[src/rtl/fp_seq_pkg.sv]
// Shared types and constants for the FP32 accumulate sequencer.
package fp_seq_pkg;

    localparam int unsigned FP32_W     = 32;
    localparam logic [31:0] FP32_PZERO = 32'h0000_0000;

    // IEEE-754 single-precision field view
    typedef struct packed {
        logic        sign;
        logic [7:0]  exp;
        logic [22:0] man;
    } fp32_t;

    typedef enum logic [0:0] {
        IDLE = 1'b0,
        WAIT = 1'b1
    } state_t;

endpackage

[src/rtl/fp32_accum_wd.sv]
// Watchdog counter: counts enabled cycles, flags one cycle before and at LIMIT.
module fp32_accum_wd #(
    parameter int unsigned LIMIT = 15
) (
    input  logic i_clk,
    input  logic i_reset,
    input  logic i_clr,
    input  logic i_en,
    output logic o_pre_c,
    output logic o_expire_c
);

    localparam int unsigned WD_W = $clog2(LIMIT + 1);

    logic [WD_W-1:0] r_wd;

    // Count enabled cycles; holds at LIMIT until cleared
    always_ff @(posedge i_clk) begin
        if (i_reset || i_clr) begin
            r_wd <= '0;
        end else if (i_en && (r_wd != WD_W'(LIMIT))) begin
            r_wd <= r_wd + WD_W'(1);
        end
    end

    assign o_pre_c    = (r_wd == WD_W'(LIMIT - 1));
    assign o_expire_c = (r_wd == WD_W'(LIMIT));

endmodule

[src/rtl/fp32_accum_seq.sv]
// Serial FP32 reduction sequencer driving a tagged 2-cycle adder core.
module fp32_accum_seq
    import fp_seq_pkg::*;
#(
    parameter int unsigned ADD_LAT   = 2,
    parameter int unsigned WD_CYCLES = 15,
    parameter int unsigned CNT_W     = 16
) (
    input  logic              i_clk,
    input  logic              i_reset,
    input  logic              i_dval,
    input  logic [FP32_W-1:0] i_din,
    input  logic              i_dlast,
    output logic              o_drdy,
    input  logic              i_abort,
    output logic              o_add_act,
    output logic              o_add_tag,
    output logic [FP32_W-1:0] o_add_a,
    output logic [FP32_W-1:0] o_add_b,
    input  logic              i_add_rdy,
    input  logic              i_add_tago,
    input  logic [FP32_W-1:0] i_add_r,
    output logic [FP32_W-1:0] o_sum,
    output logic              o_sval,
    output logic [CNT_W-1:0]  o_cnt,
    output logic              o_err,
    output logic              o_busy
);

    // Watchdog must outlast the adder latency; clamp if misconfigured
    localparam int unsigned WD_LIMIT = (WD_CYCLES > ADD_LAT) ? WD_CYCLES : ADD_LAT + 1;

    state_t           r_state;
    fp32_t            r_acc;
    fp32_t            r_add_a;
    fp32_t            r_add_b;
    fp32_t            r_sum;
    logic [CNT_W-1:0] r_cnt;
    logic [CNT_W-1:0] r_cnt_out;
    logic             r_last;
    logic             r_etag;
    logic             r_add_act;
    logic             r_add_tag;
    logic             r_sval;
    logic             r_err;

    logic w_wait;
    logic w_accept;
    logic w_match;
    logic w_wd_pre;
    logic w_wd_exp;
    logic w_expire;
    logic w_kill;
    logic w_wd_clr;
    logic w_err_set;

    assign w_wait    = (r_state == WAIT);
    assign o_drdy    = ~i_reset & ~i_abort & (r_state == IDLE);
    assign w_accept  = i_dval & o_drdy;
    assign w_match   = w_wait & i_add_rdy & (i_add_tago == r_etag);
    assign w_expire  = w_wait & w_wd_exp;
    assign w_kill    = i_abort | w_expire;
    assign w_wd_clr  = ~w_wait | w_kill | w_match;
    // ERR is raised one cycle early so it lands on the expiry cycle itself
    assign w_err_set = w_wait & w_wd_pre & ~w_match & ~i_abort;

    fp32_accum_wd #(
        .LIMIT(WD_LIMIT)
    ) u_wd (
        .i_clk      (i_clk),
        .i_reset    (i_reset),
        .i_clr      (w_wd_clr),
        .i_en       (w_wait),
        .o_pre_c    (w_wd_pre),
        .o_expire_c (w_wd_exp)
    );

    // Issue/wait sequencer with accumulator, tag tracking and result capture
    always_ff @(posedge i_clk) begin
        if (i_reset) begin
            r_state   <= IDLE;
            r_acc     <= fp32_t'(FP32_PZERO);
            r_add_a   <= fp32_t'(FP32_PZERO);
            r_add_b   <= fp32_t'(FP32_PZERO);
            r_sum     <= fp32_t'(FP32_PZERO);
            r_cnt     <= '0;
            r_cnt_out <= '0;
            r_last    <= 1'b0;
            r_etag    <= 1'b0;
            r_add_act <= 1'b0;
            r_add_tag <= 1'b0;
            r_sval    <= 1'b0;
            r_err     <= 1'b0;
        end else begin
            r_add_act <= 1'b0;
            r_sval    <= 1'b0;
            r_err     <= w_err_set;
            if (w_kill) begin
                r_state <= IDLE;
                r_acc   <= fp32_t'(FP32_PZERO);
                r_cnt   <= '0;
                r_last  <= 1'b0;
                r_etag  <= ~r_etag;
            end else begin
                case (r_state)
                    IDLE: begin
                        if (w_accept) begin
                            r_add_a   <= r_acc;
                            r_add_b   <= fp32_t'(i_din);
                            r_add_tag <= r_etag;
                            r_add_act <= 1'b1;
                            r_last    <= i_dlast;
                            r_cnt     <= (&r_cnt) ? r_cnt : r_cnt + CNT_W'(1);
                            r_state   <= WAIT;
                        end
                    end
                    WAIT: begin
                        if (w_match) begin
                            r_etag  <= ~r_etag;
                            r_state <= IDLE;
                            if (r_last) begin
                                r_sum     <= fp32_t'(i_add_r);
                                r_cnt_out <= r_cnt;
                                r_sval    <= 1'b1;
                                r_acc     <= fp32_t'(FP32_PZERO);
                                r_cnt     <= '0;
                                r_last    <= 1'b0;
                            end else begin
                                r_acc <= fp32_t'(i_add_r);
                            end
                        end
                    end
                    default: r_state <= IDLE;
                endcase
            end
        end
    end

    assign o_add_act = r_add_act;
    assign o_add_tag = r_add_tag;
    assign o_add_a   = r_add_a;
    assign o_add_b   = r_add_b;
    assign o_sum     = r_sum;
    assign o_sval    = r_sval;
    assign o_cnt     = r_cnt_out;
    assign o_err     = r_err;
    assign o_busy    = (r_state != IDLE);

endmodule

[config.mk]
export PLATFORM = sky130hd
export DESIGN_NAME = fp32_accum_seq
export DESIGN_NICKNAME = d
export VERILOG_FILES = /design/src/rtl/fp_seq_pkg.sv /design/src/rtl/fp32_accum_wd.sv /design/src/rtl/fp32_accum_seq.sv
export SDC_FILE = /design/constraint.sdc
export NUM_CORES = 1
export LEC_CHECK = 0
export ABC_AREA = 1
export BUFFER_PORTS_ARGS = -buffer_cell sky130_fd_sc_hd__buf_2
export CAP_MARGIN = 10
export CORE_MARGIN = 10
export CORE_UTILIZATION = 55
export DETAILED_ROUTE_END_ITERATION = 8
export PLACE_DENSITY = 0.81
export SYNTH_ARGS = -nofsm -noshare
export SYNTH_HDL_FRONTEND = slang
export SYNTH_SLANG_ARGS = --single-unit
[constraint.sdc]
create_clock -name i_clk -period 3.74 [get_ports i_clk]
set_clock_uncertainty 0.2 [all_clocks]
set_input_delay 0.187 -clock i_clk [delete_from_list [all_inputs] [get_ports i_clk]]
set_output_delay 0.187 -clock i_clk [all_outputs]
set_load 0.03 [all_outputs]
# Word-level counts from Yosys, hierarchy flattened
# Index checks and enable logic that the tools add are counted.
# totals
ff_bits	171
input_bits	71
out_inout_bits	118
wordCells	80
# classes
n_addsub	2
n_eq_ne	8
mux	16
bitwise	18
reduce_logical	14
# ops
operator	count
$mux W16	4
$mux W32	1
$pmux W16 S2	1
$add A16 B1 Y16 const B	1
$reduce_and A16 Y1	1
$and A1 B1 Y1	9
$eq A4 B4 Y1 const B	2
$mux W1	8
$reduce_and A4 Y1	2
$not A1 Y1	6
$reduce_and A2 Y1	3
$add A4 B1 Y4 const B	1
$ne A2 B1 Y1 const B	2
$ne A2 B2 Y1 const B	2
$ne A4 B4 Y1 const B	1
$pmux W1 S2	2
$reduce_bool A2 Y1	2
$reduce_or A4 Y1	1
$or A1 B1 Y1	3
$reduce_and A3 Y1	1
$reduce_or A3 Y1	1
$reduce_or A2 Y1	1
$eq A1 B1 Y1	1
$logic_and A1 B1 Y1	1
$logic_or A1 B1 Y1	1

# Depth between registers and ports, before layout
# logic_depth
word_depth	6
depth_mapped	11
ltp_nobuf	10

# By module
# A second synthesis with hierarchy kept.
# unflattened
hier_cells	877
area_unflattened_um2	6568.8
# modules_own_cells
mod	instances	cells_per_inst	area_per_inst_um2	seq_area_each_um2
fp32_accum_seq	1	843	6339.8	3343.2
fp32_accum_wd	1	34	229.0	80.1

# Worst setup path after synthesis
# Ideal clock, no wire load.
# synth_timing
path_kind	register to register
start	reg r_state, in the netlist o_busy
end	reg r_cnt[0]
setup_time_ns	0.113
t_arrival_ns	1.516
t_required_ns	3.427
path_slack_ns	1.911
stages_incl_launch_ff	12
n_path_buf	1
synth_period_minus_slack_ns	1.829
path_cell_list	dfxtp_1 inv_2 nand2_2 nor2_4 nand2_2 inv_2 nand2_2 nand2_2 buf_6 inv_2 nor2_1 nor2_1
# synth_via
elab_chain_len	5
elab_cells_between_ends	14
classes_between	eq/ne (4); mux (1); bitwise (7); reduce/logical (2)
# synth_lines
element	line_no	source
start: declaration	fp32_accum_seq.sv:33	state_t r_state;
start signal: assignment	fp32_accum_seq.sv:81	r_state <= IDLE;
start signal: assignment	fp32_accum_seq.sv:99	r_state <= IDLE;
start signal: assignment	fp32_accum_seq.sv:114	r_state <= WAIT;
$not A1 Y1 (no line)	--	
$and A1 B1 Y1	fp32_accum_seq.sv:58	assign o_drdy = ~i_reset & ~i_abort & (r_state == IDLE);
named net o_drdy	fp32_accum_seq.sv:14	output logic o_drdy,
$and A1 B1 Y1	fp32_accum_seq.sv:59	assign w_accept = i_dval & o_drdy;
$ne A2 B2 Y1 (no line)	--	
$reduce_and A4 Y1 (no line)	--	
end signal: assignment	fp32_accum_seq.sv:113	r_cnt <= (&r_cnt) ? r_cnt : r_cnt + CNT_W'(1);
end: declaration	fp32_accum_seq.sv:38	logic [CNT_W-1:0] r_cnt;
# The timed path passes the listed nets, and every way through them passes these cells.
# A chain may end at the register's enable or synchronous reset.

# Worst setup path in the final report
# layout_timing
start	reg r_state, in the netlist o_busy
end	reg r_err, in the netlist o_err
# layout_via
elab_chain_len	5
elab_cells_between_ends	6
classes_between	bitwise (6)
# layout_lines
element	line_no	source
$and A1 B1 Y1 (2 in a row)	fp32_accum_seq.sv:60	assign w_match = w_wait & i_add_rdy & (i_add_tago == r_etag);
$not A1 Y1 (no line)	--	
$and A1 B1 Y1 * (2 in a row)	fp32_accum_seq.sv:65	assign w_err_set = w_wait & w_wd_pre & ~w_match & ~i_abort;
end signal: assignment	fp32_accum_seq.sv:97	r_err <= w_err_set;
end: declaration	fp32_accum_seq.sv:45	logic r_err;
# Every way passes the cells marked *; elsewhere a longest branch is shown, timed or not.

==> metrics <==
status finished, final reports clean; Seq/Total Area, Yosys approximately 52%; HP Start i_dval; final hold violation count 0; final worst path period share 89.6%; Port Buf Inserts between 150 and 200; relative slew slack 29.4%; first-pass GRT wire length approximately 32000 µm; Core ar. ~12000 µm²; Max FO, Critical Path 37; unrepaired setup endpoints after global routing no; synthesized area between 6000 and 7000 µm²; max-cap violation count 0; Routed WL ~20000 µm; total CTS buffers 17; Syn Nets 948; Core Rows 39; CTS clk-pin slew, worst paths ~0.06 ns; Design Power roughly 3.9 mW; Total GRT Usage 23.4%; FF+latch count, synth approximately 170; Syn Area/Cell about 7.5 µm²; Pins Over Slew Limit 0; flop-to-flop setup slack 0.39 ns; pin slew with the least headroom to its limit between 1 and 1.5 ns; footprint of the multi-input gates approximately 2700 µm²; Worst Path Arrival around 3.5 ns; vias in the first global route about 6500; Ys Warns 0; CTS Sinks around 170; vias between 6000 and 7000; Placer Congestion around 0.87; routed vias/inst ~5.3; initial core utilization between 50% and 60%; startpoint types flip-flop; cell count after placement approximately 1200; layout cells sized above 1 21.8%; die width ~130 µm; library cells used by synthesis 30; hold path endpoint o_add_act; post-cts repair resize count 0; Fmax achieved ~300 MHz; DRT Pass-1 Iters 6; number of DRC markers in iteration 0 665; setup violators final 0; Hold Crit Class input port to flip-flop; Setup crit end kind flip-flop; cts hold-fix bufs around 70; worst skew pair latency about 0.42 ns; CTS tree done; most frequent cells in the layout nand2_1 (231), buf_2 (188), dfxtp_1 (171), nor2_1 (134), nand3_1 (125); fill count ~850; setup bufs post-CTS 0; dpl hpwl approximately 12000 µm; largest net degree at the start of global routing ~120; GRT overflow 0; peak supply drop 0.448 mV; CTS Buffer Depth 2; Die Height 129 µm; H-tree levels 4; non-filler cells, final 1261; RR Endpoint o_err; Leak about 4.1 nW; Top Ports between 150 and 200; average wire per standard cell roughly 16 µm; CP required between 3 and 4 ns; clk root buf clkbuf_16; Layout area overhead 32.9%; Power Dens Cells 451 nW/µm²; DRC Markers 0; Routed Antenna Nets 0; initial antenna violation count 3; R2R depth 4; die area about 17000 µm²; Crit Path Category flip-flop to flip-flop; Worst R2R Start o_busy; crit path from o_busy; Post-Syn Instances 874; TNS Setup 0 ns; Seq. cell area 3420 µm²; Worst Hold Path Cells 3; minimum clock period between 3 and 4 ns; nets 1175; most common cell after layout, fill and taps aside nand2_1
-- Yosys cell counts --
library cell / instances / share of area, %
clkinv_1: 2 / 0.11
ha_1: 3 / 0.57
nand4_4: 1 / 0.32
buf_1: 1 / 0.057
buf_2: 15 / 1.1
nor3b_1: 1 / 0.11
buf_6: 6 / 1.0
nor2_2: 2 / 0.19
o21ai_0: 50 / 3.8
nor2_4: 2 / 0.34
o21bai_1: 1 / 0.11
nand2_1: 231 / 13
nor4_1: 1 / 0.095
nand4_1: 6 / 0.57
xnor2_1: 1 / 0.13
buf_4: 6 / 0.69
and2_1: 1 / 0.095
a21oi_1: 43 / 3.3
nor2_1: 134 / 7.7
nand3_1: 125 / 9.5
or2_2: 2 / 0.19
xor2_1: 1 / 0.13
clkbuf_1: 26 / 1.5
inv_1: 25 / 1.4
inv_2: 4 / 0.23
dfxtp_1: 171 / 52
nand2_2: 5 / 0.48
a22oi_1: 1 / 0.11
nand3b_1: 1 / 0.11
nor3_1: 6 / 0.46
-- state kept, by name, indices dropped and copies added, names as in the netlist --
signal / cells
o_sum: 32
r_cnt: 16
o_err: 1
u_wd.r_wd: 4
r_last: 1
o_add_b: 32
o_add_a: 32
r_etag: 1
r_acc: 32
o_cnt: 16
o_add_act: 1
o_busy: 1
o_add_tag: 1
o_sval: 1
-- cells by family after synthesis --
| logic type | after synthesis | synth area share (%) |
|---|---|---|
| simple gates | 518 | 33.4 |
| fa+ha+maj | 3 | 0.573 |
| xor+xnor | 2 | 0.267 |
| compound gates | 95 | 7.33 |
| buf+inv | 85 | 6.18 |
| flops | 171 | 52.2 |
-- where the power goes --
group	total [mW]	switching [mW]	internal (mW)
clock network	1.72	0.727	0.996
registers	1.88	0.0231	1.85
logic	0.329	0.203	0.126
-- layout make-up --
class	count	share of cell area, %
antenna	4	0.115
clock buffer	21	5.52
clock inverter	11	1.25
inverter	31	1.34
multi-input combinational	618	31.3
sequential	171	39.3
tap	143	2.05
timing repair buffer	262	19.1
-- metrics by stage --
stage / utilization (%) / worst slack (ns) / instance area, µm² / hold slack (ns)
after floorplan: - / 1.91 / 6560 / 0.0594
after global placement: 64.3 / 1.11 / 7430 / 0.181
after detailed placement: 64.3 / 1.03 / 7430 / 0.186
after CTS: 75.2 / 0.610 / 8700 / 0.137
after global routing: 75.3 / 0.238 / 8710 / 0.182
final: 75.3 / 0.390 / 8710 / 0.171
-- per-layer routing --
| metal | global-route usage [%] | wire length [µm] | up-vias |
|---|---|---|---|
| li1 | - | - | 3275 |
| met1 | 25.6 | 7710 | 3081 |
| met2 | 40.1 | 10200 | 254 |
| met3 | 7.01 | 1400 | 56 |
| met4 | 12.6 | 735 | 0 |
| met5 | 0 | 0 | - |
-- worst max-delay path: stages (launching register included) --
cell and delay, ns:
dfxtp_1 0.49, nand4_4 0.49, clkinv_1 0.91, nor4_1 0.57, dlygate4sd3_1 0.62
-- how the worst max path moves through the flow --
stage,end,slack (ns),cells past startpoint
floorplan,r_cnt[0],1.91,11
finish,o_err,0.39,4
CTS,o_err,0.61,4
global route,o_err,0.24,4
detailed placement,o_cnt[2],1.03,6
global placement,r_cnt[1],1.11,10
Note: power is estimated with default switching activity, not from simulation.
